===== src/rtl/pmod_i2c_pkg.sv =====
// Shared types and constants for the PMOD I2C register target.
package pmod_i2c_pkg;

    // Default 7-bit bus address of the target.
    localparam logic [6:0] DEFAULT_ADDR = 7'h52;

    // Protocol states of the target engine.
    typedef enum logic [3:0] {
        ST_IDLE      = 4'd0,
        ST_ADDR      = 4'd1,
        ST_ADDR_ACK  = 4'd2,
        ST_PTR       = 4'd3,
        ST_PTR_ACK   = 4'd4,
        ST_WDATA     = 4'd5,
        ST_WDATA_ACK = 4'd6,
        ST_RDATA     = 4'd7,
        ST_RDATA_ACK = 4'd8,
        ST_WAIT_STOP = 4'd9
    } i2c_state_e;

endpackage


===== src/rtl/pmod_i2c_in_filter.sv =====
// Input conditioning for one asynchronous bus line: 2-FF synchronizer,
// optionally followed by a 3-sample majority filter.
// Optional feature macro: PMOD_I2C_TARGET_GLITCH_FILTER_EN
//   defined   -> majority filter present, 2 clk of extra latency
//   undefined -> synchronizer output used directly
module pmod_i2c_in_filter (
    input  logic clk,
    input  logic rst_n,
    input  logic din,
    output logic dout
);

    logic [1:0] sync_reg;

    // Two-stage synchronizer, preset to the idle (released) bus level.
    always_ff @(posedge clk or negedge rst_n) begin
        if (!rst_n) begin
            sync_reg <= 2'b11;
        end else begin
            sync_reg <= {sync_reg[0], din};
        end
    end

`ifdef PMOD_I2C_TARGET_GLITCH_FILTER_EN
    logic [2:0] hist_reg;

    // History of the last three synchronized samples for the majority vote.
    always_ff @(posedge clk or negedge rst_n) begin
        if (!rst_n) begin
            hist_reg <= 3'b111;
        end else begin
            hist_reg <= {hist_reg[1:0], sync_reg[1]};
        end
    end

    // A level must be present in two of three samples, so single-clk spikes vanish.
    assign dout = (hist_reg[0] & hist_reg[1]) |
                  (hist_reg[0] & hist_reg[2]) |
                  (hist_reg[1] & hist_reg[2]);
`else
    assign dout = sync_reg[1];
`endif

endmodule


===== src/rtl/pmod_i2c_target.sv =====
// I2C register-target: address match, 8-bit register pointer, multi-byte
// writes with auto-increment and sequential reads from a parent register file.
// Optional feature macro: PMOD_I2C_TARGET_GLITCH_FILTER_EN (input majority filter).
module pmod_i2c_target
    import pmod_i2c_pkg::*;
#(
    parameter logic [6:0] ADDR = DEFAULT_ADDR
) (
    input  logic       clk,
    input  logic       rst_n,
    input  logic       scl_i,
    input  logic       sda_i,
    output logic       sda_oe,
    output logic       wr_strobe,
    output logic [7:0] wr_addr,
    output logic [7:0] wr_data,
    output logic [7:0] rd_addr,
    input  logic [7:0] rd_data,
    output logic       busy
);

    // Bus line conditioning: index 0 = SCL, index 1 = SDA.
    logic [1:0] raw_bus;
    logic [1:0] filt_bus;
    assign raw_bus = {sda_i, scl_i};

    genvar gi;
    generate
        for (gi = 0; gi < 2; gi++) begin : g_in
            pmod_i2c_in_filter u_filt (
                .clk   (clk),
                .rst_n (rst_n),
                .din   (raw_bus[gi]),
                .dout  (filt_bus[gi])
            );
        end
    endgenerate

    logic scl_s;
    logic sda_s;
    assign scl_s = filt_bus[0];
    assign sda_s = filt_bus[1];

    logic scl_prev_reg;
    logic sda_prev_reg;

    // Previous conditioned levels for edge and START/STOP detection.
    always_ff @(posedge clk or negedge rst_n) begin
        if (!rst_n) begin
            scl_prev_reg <= 1'b1;
            sda_prev_reg <= 1'b1;
        end else begin
            scl_prev_reg <= scl_s;
            sda_prev_reg <= sda_s;
        end
    end

    logic start_det;
    logic stop_det;
    logic scl_rise;
    logic scl_fall;
    assign start_det = scl_s & scl_prev_reg & sda_prev_reg & ~sda_s;
    assign stop_det  = scl_s & scl_prev_reg & ~sda_prev_reg & sda_s;
    assign scl_rise  = scl_s & ~scl_prev_reg;
    assign scl_fall  = ~scl_s & scl_prev_reg;

    i2c_state_e state_reg, state_next;
    logic [3:0] bit_cnt_reg, bit_cnt_next;
    logic [7:0] shift_reg, shift_next;
    logic [7:0] ptr_reg, ptr_next;
    logic       rw_reg, rw_next;
    logic       sda_oe_reg, sda_oe_next;
    logic       busy_reg, busy_next;
    logic       wr_strobe_reg, wr_strobe_next;
    logic [7:0] wr_addr_reg, wr_addr_next;
    logic [7:0] wr_data_reg, wr_data_next;

    // Byte as it will look once the bit on SDA now is shifted in.
    logic [7:0] byte_in;
    logic       last_bit_rise;
    assign byte_in       = {shift_reg[6:0], sda_s};
    assign last_bit_rise = scl_rise && (bit_cnt_reg == 4'd7);

    // Protocol state and datapath registers; reset releases SDA at once.
    always_ff @(posedge clk or negedge rst_n) begin
        if (!rst_n) begin
            state_reg     <= ST_IDLE;
            bit_cnt_reg   <= 4'd0;
            shift_reg     <= 8'h00;
            ptr_reg       <= 8'h00;
            rw_reg        <= 1'b0;
            sda_oe_reg    <= 1'b0;
            busy_reg      <= 1'b0;
            wr_strobe_reg <= 1'b0;
            wr_addr_reg   <= 8'h00;
            wr_data_reg   <= 8'h00;
        end else begin
            state_reg     <= state_next;
            bit_cnt_reg   <= bit_cnt_next;
            shift_reg     <= shift_next;
            ptr_reg       <= ptr_next;
            rw_reg        <= rw_next;
            sda_oe_reg    <= sda_oe_next;
            busy_reg      <= busy_next;
            wr_strobe_reg <= wr_strobe_next;
            wr_addr_reg   <= wr_addr_next;
            wr_data_reg   <= wr_data_next;
        end
    end

    // Next-state logic: bus conditions first, then per-state bit handling.
    always_comb begin
        state_next     = state_reg;
        bit_cnt_next   = bit_cnt_reg;
        shift_next     = shift_reg;
        ptr_next       = ptr_reg;
        rw_next        = rw_reg;
        sda_oe_next    = sda_oe_reg;
        busy_next      = busy_reg;
        wr_strobe_next = 1'b0;
        wr_addr_next   = wr_addr_reg;
        wr_data_next   = wr_data_reg;

        if (stop_det) begin
            state_next   = ST_IDLE;
            bit_cnt_next = 4'd0;
            sda_oe_next  = 1'b0;
            busy_next    = 1'b0;
        end else if (start_det) begin
            state_next   = ST_ADDR;
            bit_cnt_next = 4'd0;
            sda_oe_next  = 1'b0;
        end else begin
            case (state_reg)
                ST_ADDR, ST_PTR, ST_WDATA: begin
                    if (scl_rise) begin
                        shift_next   = byte_in;
                        bit_cnt_next = bit_cnt_reg + 4'd1;
                    end
                    if (last_bit_rise) begin
                        bit_cnt_next = 4'd0;
                        if (state_reg == ST_ADDR) begin
                            if (byte_in[7:1] == ADDR) begin
                                busy_next  = 1'b1;
                                rw_next    = byte_in[0];
                                state_next = ST_ADDR_ACK;
                            end else begin
                                busy_next  = 1'b0;
                                state_next = ST_WAIT_STOP;
                            end
                        end else if (state_reg == ST_PTR) begin
                            ptr_next   = byte_in;
                            state_next = ST_PTR_ACK;
                        end else begin
                            wr_strobe_next = 1'b1;
                            wr_addr_next   = ptr_reg;
                            wr_data_next   = byte_in;
                            ptr_next       = ptr_reg + 8'd1;
                            state_next     = ST_WDATA_ACK;
                        end
                    end
                end

                // The first SCL fall after the 8th bit starts the ACK, the
                // next one ends it; sda_oe itself tells the two apart.
                ST_ADDR_ACK, ST_PTR_ACK, ST_WDATA_ACK: begin
                    if (scl_fall) begin
                        if (!sda_oe_reg) begin
                            sda_oe_next = 1'b1;
                        end else begin
                            sda_oe_next  = 1'b0;
                            bit_cnt_next = 4'd0;
                            if (state_reg == ST_ADDR_ACK) begin
                                if (rw_reg) begin
                                    shift_next  = rd_data;
                                    sda_oe_next = ~rd_data[7];
                                    state_next  = ST_RDATA;
                                end else begin
                                    state_next = ST_PTR;
                                end
                            end else begin
                                state_next = ST_WDATA;
                            end
                        end
                    end
                end

                // Rotate so the next bit to drive always sits in bit 7.
                ST_RDATA: begin
                    if (scl_rise) begin
                        bit_cnt_next = bit_cnt_reg + 4'd1;
                    end else if (scl_fall) begin
                        if (bit_cnt_reg == 4'd8) begin
                            sda_oe_next = 1'b0;
                            state_next  = ST_RDATA_ACK;
                        end else begin
                            shift_next  = {shift_reg[6:0], shift_reg[7]};
                            sda_oe_next = ~shift_reg[6];
                        end
                    end
                end

                // bit_cnt = 9 marks "host ACKed, load next byte on SCL fall".
                ST_RDATA_ACK: begin
                    if (scl_rise) begin
                        if (sda_s) begin
                            sda_oe_next = 1'b0;
                            busy_next   = 1'b0;
                            state_next  = ST_WAIT_STOP;
                        end else begin
                            ptr_next     = ptr_reg + 8'd1;
                            bit_cnt_next = 4'd9;
                        end
                    end else if (scl_fall && (bit_cnt_reg == 4'd9)) begin
                        shift_next   = rd_data;
                        sda_oe_next  = ~rd_data[7];
                        bit_cnt_next = 4'd0;
                        state_next   = ST_RDATA;
                    end
                end

                default: begin
                    // IDLE and WAIT_STOP only react to START/STOP.
                end
            endcase
        end
    end

    assign sda_oe    = sda_oe_reg;
    assign busy      = busy_reg;
    assign wr_strobe = wr_strobe_reg;
    assign wr_addr   = wr_addr_reg;
    assign wr_data   = wr_data_reg;
    assign rd_addr   = ptr_reg;

endmodule


===== config.mk =====
export PLATFORM = sky130hd
export DESIGN_NAME = pmod_i2c_target
export DESIGN_NICKNAME = d
export VERILOG_FILES = /design/src/rtl/pmod_i2c_pkg.sv /design/src/rtl/pmod_i2c_in_filter.sv /design/src/rtl/pmod_i2c_target.sv
export SDC_FILE = /design/constraint.sdc
export NUM_CORES = 1
export LEC_CHECK = 0
export BUFFER_PORTS_ARGS = -buffer_cell sky130_fd_sc_hd__clkbuf_2
export CORE_UTILIZATION = 52
export DETAILED_ROUTE_END_ITERATION = 16
export GPL_ROUTABILITY_DRIVEN = 0
export PLACE_DENSITY = 0.85
export SYNTH_ARGS = -nofsm -noshare
export SYNTH_HDL_FRONTEND = slang
export SYNTH_HIERARCHICAL = 1
export SYNTH_SLANG_ARGS = --single-unit

===== constraint.sdc =====
create_clock -name clk -period 2.06 [get_ports clk]
set_input_delay 0.309 -clock clk [delete_from_list [all_inputs] [get_ports clk]]
set_output_delay 0.309 -clock clk [all_outputs]
set_load 0.01 [all_outputs]

# Word level (Yosys, flattened, before mapping)
# Cells that the tools add are included.
[word_totals] word_cells=160 out_inout_bits=27 in_bits=12 regBits=50
[classes] n_bitwise=17 mux=70 add_sub_neg=2 eq_ne=40 n_reduce_logical=17
[ops] operator="$mux W8" n=15
[ops] operator="$mux W4" n=23
[ops] operator="$pmux W4 S4" n=2
[ops] operator="$pmux W8 S4" n=1
[ops] operator="$ne A2 B2 Y1 const B" n=14
[ops] operator="$mux W1" n=24
[ops] operator="$ne A4 B4 Y1 const B" n=6
[ops] operator="$reduce_and A6 Y1" n=4
[ops] operator="$eq A4 B3 Y1 const B" n=5
[ops] operator="$pmux W8 S2" n=1
[ops] operator="$reduce_and A13 Y1" n=1
[ops] operator="$eq A4 B4 Y1 const B" n=3
[ops] operator="$ne A5 B5 Y1 const B" n=2
[ops] operator="$not A1 Y1" n=10
[ops] operator="$ne A3 B3 Y1 const B" n=3
[ops] operator="$reduce_and A9 Y1" n=1
[ops] operator="$add A8 B1 Y8 const B" n=1
[ops] operator="$eq A4 B2 Y1 const B" n=2
[ops] operator="$and A1 B1 Y1" n=7
[ops] operator="$eq A7 B7 Y1 const B" n=1
[ops] operator="$reduce_and A7 Y1" n=1
[ops] operator="$reduce_bool A6 Y1" n=1
[ops] operator="$reduce_or A3 Y1" n=2
[ops] operator="$ne A5 B4 Y1 const B" n=1
[ops] operator="other kinds (14)" n=15

# Logic depth before layout (Yosys ltp)
# Gate-level depths: netlist of the first run.
[logic_depth] ltp_word=8 ltp_mapped=8 mapped_depth_nobuf=7

# Hierarchy
# Netlist of the first run, hierarchy kept.
[by_module_without_submodules] module="pmod_i2c_target" n_inst=1 area_each_um2=2826.5 cells_each=318 seq_area_each_um2=1153.6
[by_module_without_submodules] module="pmod_i2c_in_filter" n_inst=2 area_each_um2=52.6 cells_each=2 seq_area_each_um2=52.6

# Worst setup path after synthesis of the first run
# OpenSTA, ideal clock, no wires.
[synth_path] kind="register -> register" startpoint="register state_reg[2]" endpoint="register shift_reg[1]" synth_period_minus_slack_ns=2.257 path_stages_with_launch=7 n_path_buf=1 path_slack_ns=-0.197 t_required_ns=1.935 arrival_time_ns=2.132 setup_time_ns=0.125 cell_sequence="dfrtp_1 > buf_6 > nor4b_4 > nand4_1 > a221o_1 > a211oi_4 > mux2_2"
[synth_between] elab_chain_len=4 elab_cells_between_ends=23 classes_between="18 x eq/ne; 1 x mux; 4 x reduce/logical"
[synth_rtl] element="from (decl)" line_no="pmod_i2c_target.sv:67" rtl="i2c_state_e state_reg, state_next;"
[synth_rtl] element="from (signal assigned)" line_no="pmod_i2c_target.sv:98" rtl="state_reg <= state_next;"
[synth_rtl] element="$eq A4 B2 Y1 (tied with other cells)" line_no="pmod_i2c_target.sv:134, pmod_i2c_target.sv:173"
[synth_rtl] element="$reduce_or A3 Y1" line_no="pmod_i2c_target.sv:134" rtl="case (state_reg)"
[synth_rtl] element="$reduce_bool A4 Y1 (no line) / $ne A2 B2 Y1 (equally long branches)"
[synth_rtl] element="$reduce_and A13 Y1 (no line)"
[synth_rtl] element="to (signal assigned)" line_no="pmod_i2c_target.sv:100" rtl="shift_reg <= shift_next;"
[synth_rtl] element="to (decl)" line_no="pmod_i2c_target.sv:69" rtl="logic [7:0] shift_reg, shift_next;"
# Several ways; a longest one is shown, not always the timed one.
# A chain may end at the register's enable or synchronous reset.

# Worst setup path after layout of the first run
[layout_path] startpoint="register state_reg[2]" endpoint="register shift_reg[0]"
# Same word-level chain as after synthesis.

==> results.py, run 1 <==
metrics = {
    "place": {
        "dp_slack_ns": -0.137,
        "dp.cells": 471,
        "dp_hpwl_um": 6150,
        "portBuffers": 38,
    },
    "synthesis": {
        "netlist_area_mm2": 0.00293,
        "synth_nets": 338,
        "synth_edf_count": 0,
        "ys.flop_type": "dfrtp_1",
        "yosys.area.top_type_share_pct": 37.6,
        "ys_top_cells_by_count": "nand2_1 (56), dfrtp_1 (44), nor2_1 (25)",
        "yosys.area.top_type": "dfrtp_1",
        "ys_seq_area_share_pct": 42.9,
        "avgSynthCellArea_um2": 9.10,
        "synth-seq-cells": 50,
        "yosysWarnings": 6,
        "synth.distinct_cells": 60,
        "yosysMostFrequentCell": "nand2_1",
        "syn_inst": 322,
        "yosys-top-cells-area": "dfrtp_1 (38%), nand2_1 (7.2%), mux2_2 (6.1%)",
        "ys_async_sr_fraction_pct": 100,
    },
    "cts": {
        "clkTransAtPathRegs_ns": 0.11,
        "cts_buffers": 5,
        "cts_tree": "built",
        "cts_sinks": 50,
        "htreeDepth": 2,
        "cts_buffer_depth": 2,
        "cts-root-buf": "clkbuf_8",
        "clkLatencyLatePin_ns": 0.32,
    },
    "timing": {
        "period_share_pct": 110,
        "skew_ns": 0.0134,
        "period_needed_ns": 2.27,
        "report.final.slew_viol_count": 0,
        "finalSetupViolCount": 31,
        "finalHoldViolations": 0,
        "max_freq_mhz": 441,
        "rsz0062_at_grt": "yes",
        "hold_slack_ns": 0.0688,
        "setup_ws_ns": -0.209,
        "max_slew_margin_pct": 59.3,
        "worst_pin_slew_ns": 0.611,
    },
    "job": {
        "cap_violations": 0,
    },
    "layout": {
        "fin_cells": 491,
        "diodes": 0,
        "area_delta_synth_final_pct": 37.1,
        "num-fill-cells": 320,
        "fin_nets": 436,
        "drive_gt1_share_pct": 42.8,
        "post-route-util_pct": 76.3,
    },
    "power": {
        "ir_worst_vdd_v": 0.000654,
        "leakagePower_uw": 0.00187,
        "power_density_mw_per_mm2": 1300,
    },
    "die": {
        "core_area_mm2": 0.00527,
        "start_util_pct": 55.6,
        "die_w_um": 77.1,
        "dieArea_mm2": 0.00594,
        "num_rows": 26,
        "io_pins": 39,
        "die_h_um": 77.1,
    },
    "detailed_routing": {
        "drt_first_pass_iters": 7,
        "drtIter0Drc": 600,
        "vias_per_cell": 6.70,
        "post_drt_wl_per_cell_um": 21.8,
        "totalWireLength_um": 10700,
        "drcViolationCount": 0,
        "vias": 3289,
        "ant_nets": 0,
    },
    "critical_path": {
        "crit_chain": "nor4b_4 > nand4_1 > a221o_1 > a211oi_4 > buf_6 > buf_4 > mux2i_1",
        "crit_required_ns": 2.30,
        "crit_arrival_ns": 2.50,
        "end_kind": "flip-flop",
        "timing.rr.start": "state_reg[2]$_DFFE_PN0P_",
        "critPathKind": "flip-flop to flip-flop",
        "path_delay_family": "compound AO/OA/AOI/OAI gates",
        "crit_buf_inv": 2,
        "cpPeakStageDelay_ns": 0.46,
        "cp_max_fo": 5,
        "crit_start": "state_reg[2]$_DFFE_PN0P_",
        "cp_slowest_cell": "dfrtp_2",
        "critPathLaunchType": "flip-flop",
    },
    "global_routing": {
        "grt_overflow_total": 0,
        "grt_max_degree": 30,
        "grtUsageTotal_pct": 33.1,
        "antenna_found_initial": 0,
        "grt_pass1_wl_um": 15300,
        "grt_pass1_vias": 3095,
    },
    "worst_hold_path": {
        "worstHoldStart": "scl_i",
        "hold_class": "primary input to flip-flop",
    },
    "outcome": {
        "status": "finished, violations left",
        "violations": "negative setup slack",
    },
}
-- metal layers --
| layer | share of wire [%] | wire [µm] | global-route usage (%) |
|---|---|---|---|
| met1 | 35 | 3790 | 42.3 |
| met2 | 45 | 4780 | 52.7 |
| met3 | 13 | 1340 | 6.07 |
| met4 | 7.2 | 770 | 18.3 |
| met5 | 0 | 0 | 0 |
-- path summary, 6_finish.rpt --
path,to,slack (ns),cells after the start
setup / recovery,shift_reg[0]$_DFFE_PN0P_,-0.21,7
hold / removal,g_in[0].u_filt/sync_reg[0]$_DFF_PN1_,0.07,1
setup reg to reg,shift_reg[0]$_DFFE_PN0P_,-0.21,7
hold reg to reg,g_in[0].u_filt/sync_reg[1]$_DFF_PN1_,0.36,0
max in group asynchronous,wr_addr[5]$_DFFE_PN0P_,0.95,3
min in group asynchronous,wr_addr[0]$_DFFE_PN0P_,0.55,2
-- final cells by class --
| class | instances | area [µm²] | area share, % |
|---|---|---|---|
| multi-input cells | 245 | 1740 | 43.4 |
| flip-flops and latches | 50 | 1260 | 31.4 |
| repair buffers | 110 | 798 | 19.9 |
| well taps | 70 | 87.6 | 2.18 |
| clock buffers | 5 | 68.8 | 1.71 |
| inverters | 8 | 30.0 | 0.747 |
| clock inverters | 3 | 28.8 | 0.716 |
-- layout by cell type, fill, tap and decap left out, types with 7 or more instances in the layout --
master and n:
buf_4 59, nand2_1 54, dfrtp_1 41, clkbuf_2 38
nor2_1 20, nand3_1 13, a21oi_1 12, nand2b_1 9
mux2_2 9, o21ai_0 9, inv_1 8, nor2b_1 8
nor3_1 8, buf_6 8, mux2_4 7
-- cell families (layout without fill, tap and decap cells) --
group	Yosys count	count (layout)	share of synthesized area [%]
AND/OR/NAND/NOR	145	145	24.9
buffers and inverters	27	126	4.10
multiplexers	18	18	6.83
flip-flops	50	50	42.9
adder cells (fa/ha/maj)	4	4	1.71
XOR/XNOR	1	1	0.299
AO/OA/AOI/OAI	77	77	19.3
-- metrics by stage --
step                setup TNS (ns)  total power, µW  cell area (µm²)
CTS                         -0.496             4830             3860
finish                       -2.97             5250             4020
detailed placement           -1.48             3960             3640
global route                 -5.26             5440             4020
global placement            -0.712             3860             3640
floorplan                    -1.66             2950             2980
-- repair_timing --
action,4_1_cts,5_1_grt
hold buffers,1,0
endpoints found under the hold margin,9,0
resized for setup,19,34
pin swaps,4,12
setup endpoints to repair,23,39
cloned,0,1
setup buffers,6,5
-- worst register-to-register path, stage by stage (launching register included) --
cell and delay (ns):
dfrtp_2 0.46, nor4b_4 0.38, nand4_1 0.17, a221o_1 0.43
a211oi_4 0.25, buf_6 0.18, buf_4 0.11, mux2i_1 0.23
-- where the power goes --
group / internal [µW] / switching, µW / total (µW)
Sequential: 1220 / 335 / 1550
Clock: 253 / 381 / 633
Combinational: 1510 / 1550 / 3060
Total: 2980 / 2270 / 5250
Power figures use the tool's default switching activity.
==> run 2: changes to the inputs <==
--- a/config.mk
+++ b/config.mk
@@ -6,11 +6,11 @@
 export NUM_CORES = 1
 export LEC_CHECK = 0
 export BUFFER_PORTS_ARGS = -buffer_cell sky130_fd_sc_hd__clkbuf_2
-export CORE_UTILIZATION = 52
+export CORE_UTILIZATION = 43
 export DETAILED_ROUTE_END_ITERATION = 16
 export GPL_ROUTABILITY_DRIVEN = 0
-export PLACE_DENSITY = 0.85
+export PLACE_DENSITY = 0.74
+export SKIP_CTS_REPAIR_TIMING = 1
 export SYNTH_ARGS = -nofsm -noshare
 export SYNTH_HDL_FRONTEND = slang
-export SYNTH_HIERARCHICAL = 1
 export SYNTH_SLANG_ARGS = --single-unit
==> results.py, run 2 <==
metrics = {
    "synthesis": {
        "avgSynthCellArea_um2": 8.75,
        "ys.flop_type": "dfrtp_1",
        "yosys.area.top_type_share_pct": 38.7,
        "synth_nets": 341,
        "yosysWarnings": 0,
        "ys_async_sr_fraction_pct": 100,
        "yosysMostFrequentCell": "nand2_1",
        "synth_edf_count": 0,
        "syn_inst": 325,
        "yosys.area.top_type": "dfrtp_1",
        "yosys-top-cells-area": "dfrtp_1 (39%), nand2_1 (10%), dfstp_2 (5.5%)",
        "ys_seq_area_share_pct": 44.3,
        "netlist_area_mm2": 0.00284,
        "ys_top_cells_by_count": "nand2_1 (79), dfrtp_1 (44), nor2_1 (20)",
        "synth.distinct_cells": 57,
        "synth-seq-cells": 50,
    },
    "critical_path": {
        "critPathKind": "flip-flop to flip-flop",
        "cp_slowest_cell": "or4b_4",
        "crit_chain": "or4b_4 > o311a_4 > buf_4 > a311o_1 > o21ai_1 > mux2_4",
        "crit_arrival_ns": 2.38,
        "critPathLaunchType": "flip-flop",
        "cpPeakStageDelay_ns": 0.55,
        "cp_max_fo": 5,
        "end_kind": "flip-flop",
        "r2r_slack_ns": -0.13,
        "crit_required_ns": 2.25,
    },
    "timing": {
        "setup_ws_ns": -0.135,
        "max_slew_margin_pct": 70.1,
        "period_share_pct": 107,
        "max_freq_mhz": 456,
        "report.final.slew_viol_count": 0,
        "period_needed_ns": 2.19,
        "finalHoldViolations": 0,
        "finalSetupViolCount": 12,
        "rsz0062_at_grt": "yes",
        "skew_ns": 0.00681,
        "worst_pin_slew_ns": 0.449,
        "hold_slack_ns": 0.0817,
    },
    "detailed_routing": {
        "vias": 2787,
        "drt_first_pass_iters": 5,
        "totalWireLength_um": 7820,
        "drcViolationCount": 0,
        "ant_nets": 0,
        "vias_per_cell": 5.88,
        "post_drt_wl_per_cell_um": 16.5,
        "drtIter0Drc": 372,
    },
    "global_routing": {
        "grt_pass1_vias": 2653,
        "grt_max_degree": 19,
        "grt_overflow_total": 0,
        "grtUsageTotal_pct": 21.9,
        "grt_pass1_wl_um": 12500,
        "antenna_found_initial": 0,
    },
    "place": {
        "placed_area_mm2": 0.00335,
        "dp.cells": 462,
        "portBuffers": 38,
        "dp_hpwl_um": 5560,
    },
    "die": {
        "io_pins": 39,
        "start_util_pct": 44.8,
        "die_w_um": 83.3,
        "num_rows": 29,
        "dieArea_mm2": 0.00694,
        "core_area_mm2": 0.00635,
        "die_h_um": 83.3,
    },
    "layout": {
        "mostFrequentLayoutCell": "nand2_1",
        "fin_cells": 474,
        "num-fill-cells": 576,
        "post-route-util_pct": 56.8,
        "area_delta_synth_final_pct": 26.8,
        "fin_area_mm2": 0.00360,
        "fin_nets": 412,
        "drive_gt1_share_pct": 33.0,
        "diodes": 0,
        "mostFrequentLayoutCells": "nand2_1 (78), dfrtp_1 (44), clkbuf_2 (38), buf_4 (38), nor2_1 (19)",
    },
    "cts": {
        "clkLatencyLatePin_ns": 0.30,
        "cts_buffers": 5,
        "cts_buffer_depth": 2,
        "cts_tree": "built",
        "clkTransAtPathRegs_ns": 0.10,
        "cts-root-buf": "clkbuf_8",
        "cts_sinks": 50,
        "htreeDepth": 2,
    },
    "worst_hold_path": {
        "hold_class": "primary input to flip-flop",
    },
    "power": {
        "power_density_mw_per_mm2": 1190,
        "ir_worst_vdd_v": 0.000706,
        "power_uw": 4300,
        "leakagePower_uw": 0.00171,
    },
    "outcome": {
        "status": "finished, violations left",
        "violations": "negative setup slack",
    },
    "job": {
        "cap_violations": 0,
    },
}
run 2: power breakdown:
group,internal [µW],switching (µW),leakage [µW]
clock,271,329,0.0000472
combinational,1070,1190,0.00101
sequential,1190,247,0.000653
total,2530,1770,0.00171
run 2: critical path: cells and delay by family, from the launching register on:
| family | cells | cell delay [ns] |
|---|---|---|
| buffers and inverters | 1 | 0.16 |
| DFF | 1 | 0.39 |
| and+or+nand+nor | 1 | 0.55 |
| AOI/OAI and AO/OA | 3 | 0.67 |
| muxes | 1 | 0.32 |
run 2: worst paths after layout:
| kind | from | depth (start not counted) | endpoint |
|---|---|---|---|
| setup / recovery | state_reg[2]$_DFFE_PN0P_ | 6 | state_reg[3]$_DFFE_PN0P_ |
| hold / removal | sda_i | 1 | g_in[1].u_filt.sync_reg[0]$_DFF_PN1_ |
| setup reg to reg | state_reg[2]$_DFFE_PN0P_ | 6 | state_reg[3]$_DFFE_PN0P_ |
| hold reg to reg | g_in[0].u_filt.sync_reg[0]$_DFF_PN1_ | 0 | g_in[0].u_filt.sync_reg[1]$_DFF_PN1_ |
| max in group asynchronous | rst_n | 3 | scl_prev_reg$_DFF_PN1_ |
| min in group asynchronous | rst_n | 2 | rw_reg$_DFFE_PN0P_ |
run 2: metrics by stage:
step           worst slack [ns]  TNS (ns)
2_1_floorplan            -0.369     -3.83
3_3_place_gp             -0.107     -1.12
3_5_place_dp             -0.154     -1.88
4_1_cts                  -0.172     -2.24
5_1_grt                  -0.195     -2.28
6_report                 -0.135     -1.28
run 2: area by class of cell:
class	instances	area (µm²)	share of cell area [%]
well taps	77	96.3	2.67
clock inverters	2	12.5	0.347
flip-flops and latches	50	1260	34.9
repair buffers	79	508	14.1
clock buffers	6	82.6	2.29
multi-input cells	252	1610	44.7
inverters	8	33.8	0.937
run 2: per-layer routing:
layer | vias up | GRT usage, % | share of wire (%)
met5 | - | 0 | 0
met4 | 0 | 6.43 | 2.2
met3 | 26 | 3.68 | 7.2
met2 | 142 | 34.1 | 47
met1 | 1320 | 31.5 | 43
li1 | 1299 | - | -
run 2: cells by family (layout without fill, tap and decap cells):
family          count (synthesis)  count (layout)  share of synthesized area [%]
flops                          50              50                           44.3
fa+ha+maj                       4               4                           1.76
simple gates                  159             159                           27.2
xor+xnor                        1               1                          0.308
compound gates                 72              73                           17.3
mux                            15              15                           5.77
buf+inv                        24              95                           3.48
==> run 3: changes to the inputs <==
--- a/config.mk
+++ b/config.mk
@@ -5,6 +5,7 @@
 export SDC_FILE = /design/constraint.sdc
 export NUM_CORES = 1
 export LEC_CHECK = 0
+export ABC_AREA = 1
 export BUFFER_PORTS_ARGS = -buffer_cell sky130_fd_sc_hd__clkbuf_2
 export CORE_UTILIZATION = 43
 export DETAILED_ROUTE_END_ITERATION = 16
==> results.py, run 3 <==
metrics = {
    "synthesis": {
        "yosys.area.top_type_share_pct": 38.4,
        "yosys-top-cells-area": "dfrtp_1 (38%), nand2_1 (17%), o21ai_0 (6.3%)",
        "syn_inst": 401,
        "ys_seq_area_share_pct": 43.9,
        "netlist_area_mm2": 0.00287,
        "synth-seq-cells": 50,
        "yosysWarnings": 0,
        "ys_top_cells_by_count": "nand2_1 (133), inv_1 (45), dfrtp_1 (44)",
        "ys.flop_type": "dfrtp_1",
        "synth_nets": 417,
        "ys_async_sr_fraction_pct": 100,
        "synth_edf_count": 0,
        "yosys.area.top_type": "dfrtp_1",
        "avgSynthCellArea_um2": 7.15,
        "yosysMostFrequentCell": "nand2_1",
        "synth.distinct_cells": 26,
    },
    "timing": {
        "max_freq_mhz": 549,
        "max_slew_margin_pct": 64.2,
        "rsz0062_at_grt": "no",
        "setup_tns_ns": 0,
        "finalHoldViolations": 0,
        "worst_pin_slew_ns": 0.536,
        "report.final.slew_viol_count": 0,
        "period_share_pct": 88.5,
        "period_needed_ns": 1.82,
        "setup_ws_ns": 0.238,
        "skew_ns": 0.0166,
        "finalSetupViolCount": 0,
    },
    "detailed_routing": {
        "totalWireLength_um": 6670,
        "vias": 2687,
        "drcViolationCount": 0,
        "post_drt_wl_per_cell_um": 12.8,
        "vias_per_cell": 5.14,
        "ant_nets": 0,
        "drt_first_pass_iters": 5,
        "drtIter0Drc": 200,
    },
    "layout": {
        "drive_gt1_share_pct": 20.0,
        "num-fill-cells": 650,
        "post-route-util_pct": 51.2,
        "area_delta_synth_final_pct": 14.1,
        "diodes": 0,
        "mostFrequentLayoutCell": "nand2_1",
        "fin_nets": 461,
        "mostFrequentLayoutCells": "nand2_1 (133), inv_1 (45), dfrtp_1 (44)",
    },
    "critical_path": {
        "critPathLaunchType": "flip-flop",
        "crit_start": "scl_prev_reg$_DFF_PN1_",
        "cp_max_fo": 9,
        "r2r_slack_ns": 0.24,
        "crit_chain": "inv_1 > nor2_2 > inv_1 > o21ai_0 > nand3_1 > nor2_4 > nand2_2 > nand2_1 > o21ai_1",
        "r2r_end": "shift_reg[0]$_DFFE_PN0P_",
        "crit_buf_inv": 2,
        "r2r_cells": 9,
        "crit_arrival_ns": 2.02,
        "path_delay_family": "simple AND/OR/NAND/NOR gates",
        "cpPeakStageDelay_ns": 0.55,
        "crit_required_ns": 2.26,
        "cp_common_cell": "inv_1",
        "critPathKind": "flip-flop to flip-flop",
        "end_kind": "flip-flop",
        "cp_slowest_cell": "dfstp_2",
        "timing.rr.start": "scl_prev_reg$_DFF_PN1_",
    },
    "worst_hold_path": {
        "hold_class": "primary input to flip-flop",
        "hold_end": "g_in[0].u_filt.sync_reg[0]$_DFF_PN1_",
        "worstHoldStart": "scl_i",
        "hold_path_depth": 1,
    },
    "global_routing": {
        "grt_max_degree": 33,
        "grtUsageTotal_pct": 20.5,
        "grt_pass1_wl_um": 11700,
        "use_met1_pct": 28.3,
        "antenna_found_initial": 0,
        "met2_usage_pct": 31.5,
        "grt_pass1_vias": 2528,
        "gr-usage-met3_pct": 4.75,
        "grt_overflow_total": 0,
        "grt.busiest_layer": "met2",
    },
    "power": {
        "leakagePower_uw": 0.00178,
        "power_density_mw_per_mm2": 1320,
        "ir_worst_vdd_v": 0.000632,
    },
    "cts": {
        "cts_buffer_depth": 2,
        "clkTransAtPathRegs_ns": 0.09,
        "cts_tree": "built",
        "cts-root-buf": "clkbuf_8",
        "cts_buffers": 5,
        "clkLatencyLatePin_ns": 0.32,
        "htreeDepth": 2,
        "cts_sinks": 50,
    },
    "die": {
        "die_h_um": 83.7,
        "start_util_pct": 44.9,
        "io_pins": 39,
        "dieArea_mm2": 0.00700,
        "core_area_mm2": 0.00639,
        "num_rows": 29,
        "die_w_um": 83.7,
    },
    "place": {
        "dp_slack_ns": 0.257,
        "dp_hpwl_um": 5070,
        "portBuffers": 38,
    },
    "job": {
        "cap_violations": 0,
    },
    "outcome": {
        "status": "complete, no violations",
    },
}
## run 3: power by group
part / switching (µW) / leakage [µW] / internal, µW / total, µW
sequential: 239 / 0.000653 / 1220 / 1460
combinational: 1530 / 0.00107 / 724 / 2260
clock: 361 / 0.0000491 / 250 / 612
total: 2130 / 0.00178 / 2190 / 4320
## run 3: worst max path at each step
stage                                             to  slack (ns)  cells after the start
final                       shift_reg[0]$_DFFE_PN0P_        0.24                      9
after global routing      bit_cnt_reg[3]$_DFFE_PN0P_        0.02                     10
after CTS                   shift_reg[0]$_DFFE_PN0P_        0.24                      9
after detailed placement    shift_reg[0]$_DFFE_PN0P_        0.26                      9
after global placement      shift_reg[0]$_DFFE_PN0P_        0.29                      9
after floorplan               rd_addr[6]$_DFFE_PN0P_        0.47                     12
## run 3: cell type report
class	count	area [µm²]	area share, %
Clock buffer	5	68.8	2.10
Clock inverter	3	26.3	0.803
Inverter	55	206	6.31
Multi-Input combinational cell	288	1360	41.5
Sequential cell	50	1260	38.5
Tap cell	77	96.3	2.94
Timing Repair Buffer	45	258	7.88
## run 3: kinds of logic after synthesis
group	count (synthesis)	share of synthesized area [%]
simple gates	221	34.1
compound gates	60	10.6
flops	50	43.9
fa+ha+maj	4	1.75
xor+xnor	3	0.916
buf+inv	63	8.77
## run 3: metrics by stage
step                hold slack, ns  cells  cell area (µm²)  power (µW)
floorplan                   0.0134    401             2870        3130
global placement             0.313    514             3170        3660
detailed placement           0.317    514             3170        3710
CTS                        -0.0336    522             3260        4340
global route                0.0579    523             3270        4740
finish                      0.0759    523             3270        4320
## run 3: metal layers
metal	wire (µm)	up-vias
li1	-	1352
met5	0	-
met3	374	16
met1	3090	1223
met4	138	0
met2	3060	96
